## src/rtl/pipe_pkg.sv

```systemverilog
// Shared pipeline-control types: sequencer state encoding and the per-stage
// stall/flush bundle driven into the 5-stage pipeline registers.
package pipe_pkg;

   localparam int PIPE_DEPTH_DEF = 5;

   typedef enum logic [1:0] {
      RUN      = 2'd0,
      MEM_WAIT = 2'd1,
      DRAIN    = 2'd2,
      HALTED   = 2'd3
   } seq_state_t;

   typedef struct packed {
      logic stallF;
      logic stallD;
      logic stallE;
      logic stallM;
      logic flushD;
      logic flushE;
      logic flushW;
   } stage_ctrl_t;

   localparam stage_ctrl_t CTRL_NONE = '0;

   // Whole front of the pipe frozen, bubble pushed into WB while memory is busy.
   function automatic stage_ctrl_t ctrl_mem_freeze();
      stage_ctrl_t c;
      c        = CTRL_NONE;
      c.stallF = 1'b1;
      c.stallD = 1'b1;
      c.stallE = 1'b1;
      c.stallM = 1'b1;
      c.flushW = 1'b1;
      return c;
   endfunction

endpackage

```

## src/rtl/mem_wait_timer.sv

```systemverilog
// Memory-wait cycle counter with timeout compare; reusable for any bus wait
// (data memory here, instruction fetch elsewhere).
module mem_wait_timer #(
   parameter int MEM_TIMEOUT = 255
) (
   input  logic clk_i,
   input  logic rst_ni,
   input  logic start_i,
   input  logic clear_i,
   input  logic tick_i,
   output logic expired_o
);

   localparam int TMO_W = $clog2(MEM_TIMEOUT + 1);

   logic [TMO_W-1:0] cnt_q, cnt_d;

   // Clear beats start beats tick; start counts the entry cycle as the first wait.
   always_comb begin
      cnt_d = cnt_q;
      if (clear_i) begin
         cnt_d = '0;
      end else if (start_i) begin
         cnt_d = TMO_W'(1);
      end else if (tick_i) begin
         cnt_d = cnt_q + TMO_W'(1);
      end
   end

   always_ff @(posedge clk_i or negedge rst_ni) begin
      if (!rst_ni) begin
         cnt_q <= '0;
      end else begin
         cnt_q <= cnt_d;
      end
   end

   assign expired_o = (cnt_q == TMO_W'(MEM_TIMEOUT));

endmodule

```

## src/rtl/pipeline_sequencer.sv

```systemverilog
// Pipeline sequencer: merges hazard, data-memory wait and debug halt/drain/resume
// into per-stage stall/flush controls. Perf counters exist only with PIPE_SEQ_PERF_CNT_EN.
module pipeline_sequencer
   import pipe_pkg::*;
#(
   parameter int PIPE_DEPTH  = PIPE_DEPTH_DEF,
   parameter int MEM_TIMEOUT = 255
) (
   input  logic        clk,
   input  logic        rst_n,
   input  logic        loadUseE,
   input  logic        flushBranch,
   input  logic        dmemReqM,
   input  logic        dmemReady,
   input  logic        haltReq,
   input  logic        resumeReq,
   output logic        stallF,
   output logic        stallD,
   output logic        stallE,
   output logic        stallM,
   output logic        flushD,
   output logic        flushE,
   output logic        flushW,
   output logic        halted,
   output logic        busErr,
   output logic [31:0] perfStall,
   output logic [31:0] perfFlush
);

   localparam int DRN_W = (PIPE_DEPTH > 2) ? $clog2(PIPE_DEPTH - 1) : 1;
   localparam logic [DRN_W-1:0] DRAIN_LOAD = DRN_W'(PIPE_DEPTH - 2);

   seq_state_t       state_q, state_d;
   logic [DRN_W-1:0] drain_q, drain_d;
   logic             from_drain_q, from_drain_d;
   logic             halted_q, halted_d;
   logic             busErr_q, busErr_d;
   logic             tmr_start, tmr_clear, tmr_tick, tmr_expired;
   logic             mem_miss;
   stage_ctrl_t      ctrl;

   assign mem_miss = dmemReqM && !dmemReady;

   mem_wait_timer #(
      .MEM_TIMEOUT (MEM_TIMEOUT)
   ) u_dmem_timer (
      .clk_i     (clk),
      .rst_ni    (rst_n),
      .start_i   (tmr_start),
      .clear_i   (tmr_clear),
      .tick_i    (tmr_tick),
      .expired_o (tmr_expired)
   );

   always_ff @(posedge clk or negedge rst_n) begin
      if (!rst_n) begin
         state_q      <= RUN;
         drain_q      <= '0;
         from_drain_q <= 1'b0;
         halted_q     <= 1'b0;
         busErr_q     <= 1'b0;
      end else begin
         state_q      <= state_d;
         drain_q      <= drain_d;
         from_drain_q <= from_drain_d;
         halted_q     <= halted_d;
         busErr_q     <= busErr_d;
      end
   end

   always_comb begin
      state_d      = state_q;
      drain_d      = drain_q;
      from_drain_d = from_drain_q;
      busErr_d     = busErr_q;
      tmr_start    = 1'b0;
      tmr_clear    = 1'b0;
      tmr_tick     = 1'b0;
      case (state_q)
         RUN: begin
            if (mem_miss) begin
               state_d      = MEM_WAIT;
               from_drain_d = 1'b0;
               tmr_start    = 1'b1;
            end else if (haltReq && !flushBranch && !loadUseE) begin
               state_d = DRAIN;
               drain_d = DRAIN_LOAD;
            end
         end
         MEM_WAIT: begin
            // A timeout exits exactly like a completed access, but flags the bus error.
            if (dmemReady || tmr_expired) begin
               state_d   = from_drain_q ? DRAIN : RUN;
               tmr_clear = 1'b1;
               if (!dmemReady) begin
                  busErr_d = 1'b1;
               end
            end else begin
               tmr_tick = 1'b1;
            end
         end
         DRAIN: begin
            if (mem_miss) begin
               state_d      = MEM_WAIT;
               from_drain_d = 1'b1;
               tmr_start    = 1'b1;
            end else if (flushBranch) begin
               drain_d = DRAIN_LOAD;
            end else if (drain_q == '0) begin
               state_d = HALTED;
            end else begin
               drain_d = drain_q - DRN_W'(1);
            end
         end
         HALTED: begin
            if (resumeReq) begin
               state_d = RUN;
            end
         end
         default: state_d = RUN;
      endcase
      halted_d = (state_d == HALTED);
   end

   always_comb begin
      ctrl = CTRL_NONE;
      case (state_q)
         RUN: begin
            if (mem_miss) begin
               ctrl = ctrl_mem_freeze();
            end else if (flushBranch) begin
               // The squashed instruction makes any load-use stall moot.
               ctrl.flushD = 1'b1;
               ctrl.flushE = 1'b1;
            end else if (loadUseE) begin
               ctrl.stallF = 1'b1;
               ctrl.stallD = 1'b1;
               ctrl.flushE = 1'b1;
            end else if (haltReq) begin
               ctrl.stallF = 1'b1;
               ctrl.flushD = 1'b1;
            end
         end
         MEM_WAIT: begin
            if (dmemReady) begin
               ctrl = CTRL_NONE;
            end else if (tmr_expired) begin
               ctrl.flushW = 1'b1;
            end else begin
               ctrl = ctrl_mem_freeze();
            end
         end
         DRAIN: begin
            if (mem_miss) begin
               ctrl = ctrl_mem_freeze();
            end else if (flushBranch) begin
               // PC must take the branch target, so fetch is released for this cycle.
               ctrl.flushD = 1'b1;
               ctrl.flushE = 1'b1;
            end else begin
               ctrl.stallF = 1'b1;
               ctrl.flushD = 1'b1;
            end
         end
         HALTED: begin
            ctrl.stallF = 1'b1;
            ctrl.flushD = 1'b1;
         end
         default: ctrl = CTRL_NONE;
      endcase
   end

   assign stallF = ctrl.stallF;
   assign stallD = ctrl.stallD;
   assign stallE = ctrl.stallE;
   assign stallM = ctrl.stallM;
   assign flushD = ctrl.flushD;
   assign flushE = ctrl.flushE;
   assign flushW = ctrl.flushW;
   assign halted = halted_q;
   assign busErr = busErr_q;

`ifdef PIPE_SEQ_PERF_CNT_EN
   logic [31:0] perf_stall_q;
   logic [31:0] perf_flush_q;

   always_ff @(posedge clk or negedge rst_n) begin
      if (!rst_n) begin
         perf_stall_q <= '0;
         perf_flush_q <= '0;
      end else begin
         if (ctrl.stallF) begin
            perf_stall_q <= perf_stall_q + 32'd1;
         end
         if (ctrl.flushE) begin
            perf_flush_q <= perf_flush_q + 32'd1;
         end
      end
   end

   assign perfStall = perf_stall_q;
   assign perfFlush = perf_flush_q;
`else
   assign perfStall = '0;
   assign perfFlush = '0;
`endif

endmodule

```

## config.mk

```make
export PLATFORM = sky130hd
export DESIGN_NAME = pipeline_sequencer
export DESIGN_NICKNAME = d
export VERILOG_FILES = /design/src/rtl/pipe_pkg.sv /design/src/rtl/mem_wait_timer.sv /design/src/rtl/pipeline_sequencer.sv
export SDC_FILE = /design/constraint.sdc
export NUM_CORES = 1
export LEC_CHECK = 0
export ABC_AREA = 1
export BUFFER_PORTS_ARGS = -buffer_cell sky130_fd_sc_hd__buf_2
export CAP_MARGIN = 10
export CORE_UTILIZATION = 44
export DETAILED_ROUTE_END_ITERATION = 6
export PLACE_DENSITY = 0.79
export SLEW_MARGIN = 20
export SYNTH_ARGS = -nofsm -noshare
export SYNTH_HDL_FRONTEND = slang
export SYNTH_SLANG_ARGS = --single-unit
```

## constraint.sdc

```tcl
create_clock -name clk -period 1.9 [get_ports clk]
set_clock_uncertainty 0.1 [all_clocks]
set_input_delay 0.38 -clock clk [delete_from_list [all_inputs] [get_ports clk]]
set_output_delay 0.38 -clock clk [all_outputs]
set_load 0.02 [all_outputs]
```

==> flow_metrics.env <==
export IMPL_outcome="finished with violations"
export IMPL_violations="setup timing"
export IMPL_cts_tree="yes"
export IMPL_start_util_pct=46.5
export IMPL_diodes=0
export IMPL_drive_above_1_share_pct=19.4
export IMPL_num_fill_cells=312
export IMPL_avgViaCountPerCell=4.20
export IMPL_setup_tns_ns=-0.425
export IMPL_antenna_found_initial=0
export IMPL_dp_hpwl_mm=1.72
export IMPL_cts_buffers=3
export IMPL_synthCells=194
export IMPL_yosys_cell_types_count=26
export IMPL_timing_hold_ws_ns=0.331
export IMPL_die_w_um=58.8
export IMPL_worstHoldStart="flushBranch"
export IMPL_ff2ff_setup_slack_ns=0.36
export IMPL_timing_critical_path_from="state_q[1]$_DFF_PN0_"
export IMPL_cts_buffer_depth=2
export IMPL_arrival_ns=1.54
export IMPL_drv_cap=0
export IMPL_cp_required_ns=1.42
export IMPL_syn_area_per_cell_um2=7.31
export IMPL_synthFlopType="dfrtp_1"
export IMPL_seq_power_share_pct=31.5
export IMPL_slew_violations=0
export IMPL_power_density_mw_per_mm2=1100
export IMPL_critical_path_class="reg -> out"
export IMPL_synth_area_leader_cell="buf_4"
export IMPL_worst_r2r_endpoint="u_dmem_timer.cnt_q[3]$_DFFE_PN0P_"
export IMPL_nets=233
export IMPL_dr_pass1_iters=4
export IMPL_peakVddDrop_mv=0.596
export IMPL_yosysWarnings=0
export IMPL_fmax_mhz=496
export IMPL_p_leak_nw=0.835
export IMPL_intPower_w=0.000809
export IMPL_r2r_start="u_dmem_timer.cnt_q[0]$_DFFE_PN0P_"
export IMPL_place_gp_congestion=0.856
export IMPL_grt_overflow=0
export IMPL_rr_worst_depth=9
export IMPL_finalHoldViolations=0
export IMPL_grt_max_degree=16
export IMPL_syn_area_mm2=0.00142
export IMPL_cp_max_fo=5
export IMPL_setup_viol=6
export IMPL_pwr_share_comb_pct=56.2
export IMPL_synth_edf_count=0
export IMPL_grt_pass1_wl_mm=3.70
export IMPL_ys_seq_area_share_pct=26.5
export IMPL_yosys_area_top_type_share_pct=34.4
export IMPL_worstSkewPairLatency_ns=0.30
export IMPL_ys_top_cells_by_area="buf_4, dfrtp_1, nand2_1, inv_1, nand3_1"
export IMPL_clkPwrFrac_pct=12.3
export IMPL_drc=0
export IMPL_syn2layout_area_growth_pct=2.03
export IMPL_startpoint_type="flip-flop"
export IMPL_finalPower_w=0.00160
export IMPL_p_switching_w=0.000786
export IMPL_cts_clk_slew_worst_paths_ns=0.09
export IMPL_core_area_mm2=0.00305
export IMPL_holdPathStages=3
export IMPL_drt_initial_drc_count=51
export IMPL_setup_slack_ns=-0.118
export IMPL_postLayoutCoreUtil_pct=47.4
export IMPL_die_area_mm2=0.00346
export IMPL_async_flop_share_pct=100
export IMPL_post_place_ws_ns=0.127
export IMPL_hold_class="in -> reg"
export IMPL_clock_sinks=15
export IMPL_power_switching_share_pct=49.3
export IMPL_wirelength_mm=2.46
export IMPL_io_buffers=16
export IMPL_cts_root_buf="clkbuf_4"
export IMPL_track_usage_pct=14.2
export IMPL_min_period_ns=2.02
export IMPL_rsz0062_at_grt="true"
export IMPL_num_vias=1116
export IMPL_grt_pass1_vias=878
export IMPL_htree_levels=1
export IMPL_routedWlPerCell_um=9.23
export IMPL_crit_end="stallE"
export IMPL_die_height_um=58.8
export IMPL_yosysMostFrequentCell="buf_4"
export IMPL_rows=20
export IMPL_cp_end_kind="output pin"
export IMPL_io_pins=81
export IMPL_fin_crit_sh_pct=106
export IMPL_ant_nets=0
export IMPL_netlist_top_cells_count="buf_4, nand2_1, inv_1"
export IMPL_ys_ff_latch=15
[per-layer routing]
layer | global-route usage (%) | vias to the layer above | wire (um)
met3 | 2.64 | 8 | 180
met2 | 23.1 | 66 | 1240
met1 | 17.3 | 510 | 984
met5 | 0 | - | 0
met4 | 8.84 | 0 | 49
li1 | - | 532 | -
[worst min path at each step]
stage / to / slack, ns
after floorplan: busErr$_DFFE_PN0P_ / -0.02
after global placement: u_dmem_timer.cnt_q[3]$_DFFE_PN0P_ / 0.20
after detailed placement: u_dmem_timer.cnt_q[3]$_DFFE_PN0P_ / 0.21
after CTS: drain_q[0]$_DFFE_PN0P_ / 0.34
after global routing: drain_q[0]$_DFFE_PN0P_ / 0.36
final: drain_q[0]$_DFFE_PN0P_ / 0.33
[cell type report]
type                    instances  area, um2  share of cell area (%)
clock buffers                   4       26.3                    1.82
inverters                      21       78.8                    5.45
multi-input cells             156        741                    51.2
flip-flops and latches         15        377                    26.0
well taps                      44       55.1                    3.80
repair buffers                 26        170                    11.8
[stage by stage]
step	cell area [um2]	std cells
detailed placement	1300	252
CTS	1410	262
floorplan	1660	257
global route	1450	266
finish	1450	266
global placement	1300	252
[worst max-delay path, stage by stage (launching register included)]
cell	delay, ns
dfrtp_1	0.45
inv_1	0.13
nand2_2	0.13
nor2_4	0.17
nand2_4	0.09
nand2_1	0.10
buf_2	0.17
[what timing repair did]
action	in CTS	in global routing
endpoints found under the hold margin	15	0
endpoints found under the setup margin	4	7
pin swaps	5	5
buffers inserted	5	4
hold buffers	1	0
resized for setup	9	4
[power groups by stage]
stage	Combinational [W]	Clock (W)	Sequential, W
2_1_floorplan	0.000693	0	0.000496
3_3_place_gp	0.000751	0	0.000498
3_5_place_dp	0.000764	0	0.000502
4_1_cts	0.000840	0.000195	0.000493
5_1_grt	0.000984	0.000216	0.000517
6_report	0.000897	0.000196	0.000503
[cells in the final DEF (no fill, tap or decap), drive strengths merged, types with 4 or more instances in the layout]
cell and n:
a21oi 6, buf 25, o21ai 6, nor2 16
nand3 12, inv 21, clkbuf 4, dfrtp 15
nand2 38, conb 64
[logic make-up (layout without fill, tap and decap cells)]
| logic type | count (synthesis) | in the layout | synth area share (%) |
|---|---|---|---|
| buffers and inverters | 86 | 51 | 39.9 |
| AO/OA/AOI/OAI | 17 | 17 | 7.32 |
| XOR/XNOR | 2 | 2 | 1.23 |
| flip-flops | 15 | 15 | 26.5 |
| AND/OR/NAND/NOR | 71 | 71 | 23.0 |
| adder cells (fa/ha/maj) | 2 | 2 | 1.76 |
| other | 1 | 64 | 0.264 |
[sequential cells by signal (all words and copies together), names as in the netlist]
name and cells:
busErr 1, drain_q 2, from_drain_q 1, halted 1, state_q 2, u_dmem_timer.cnt_q 8
Power figures use the tool's default switching activity.
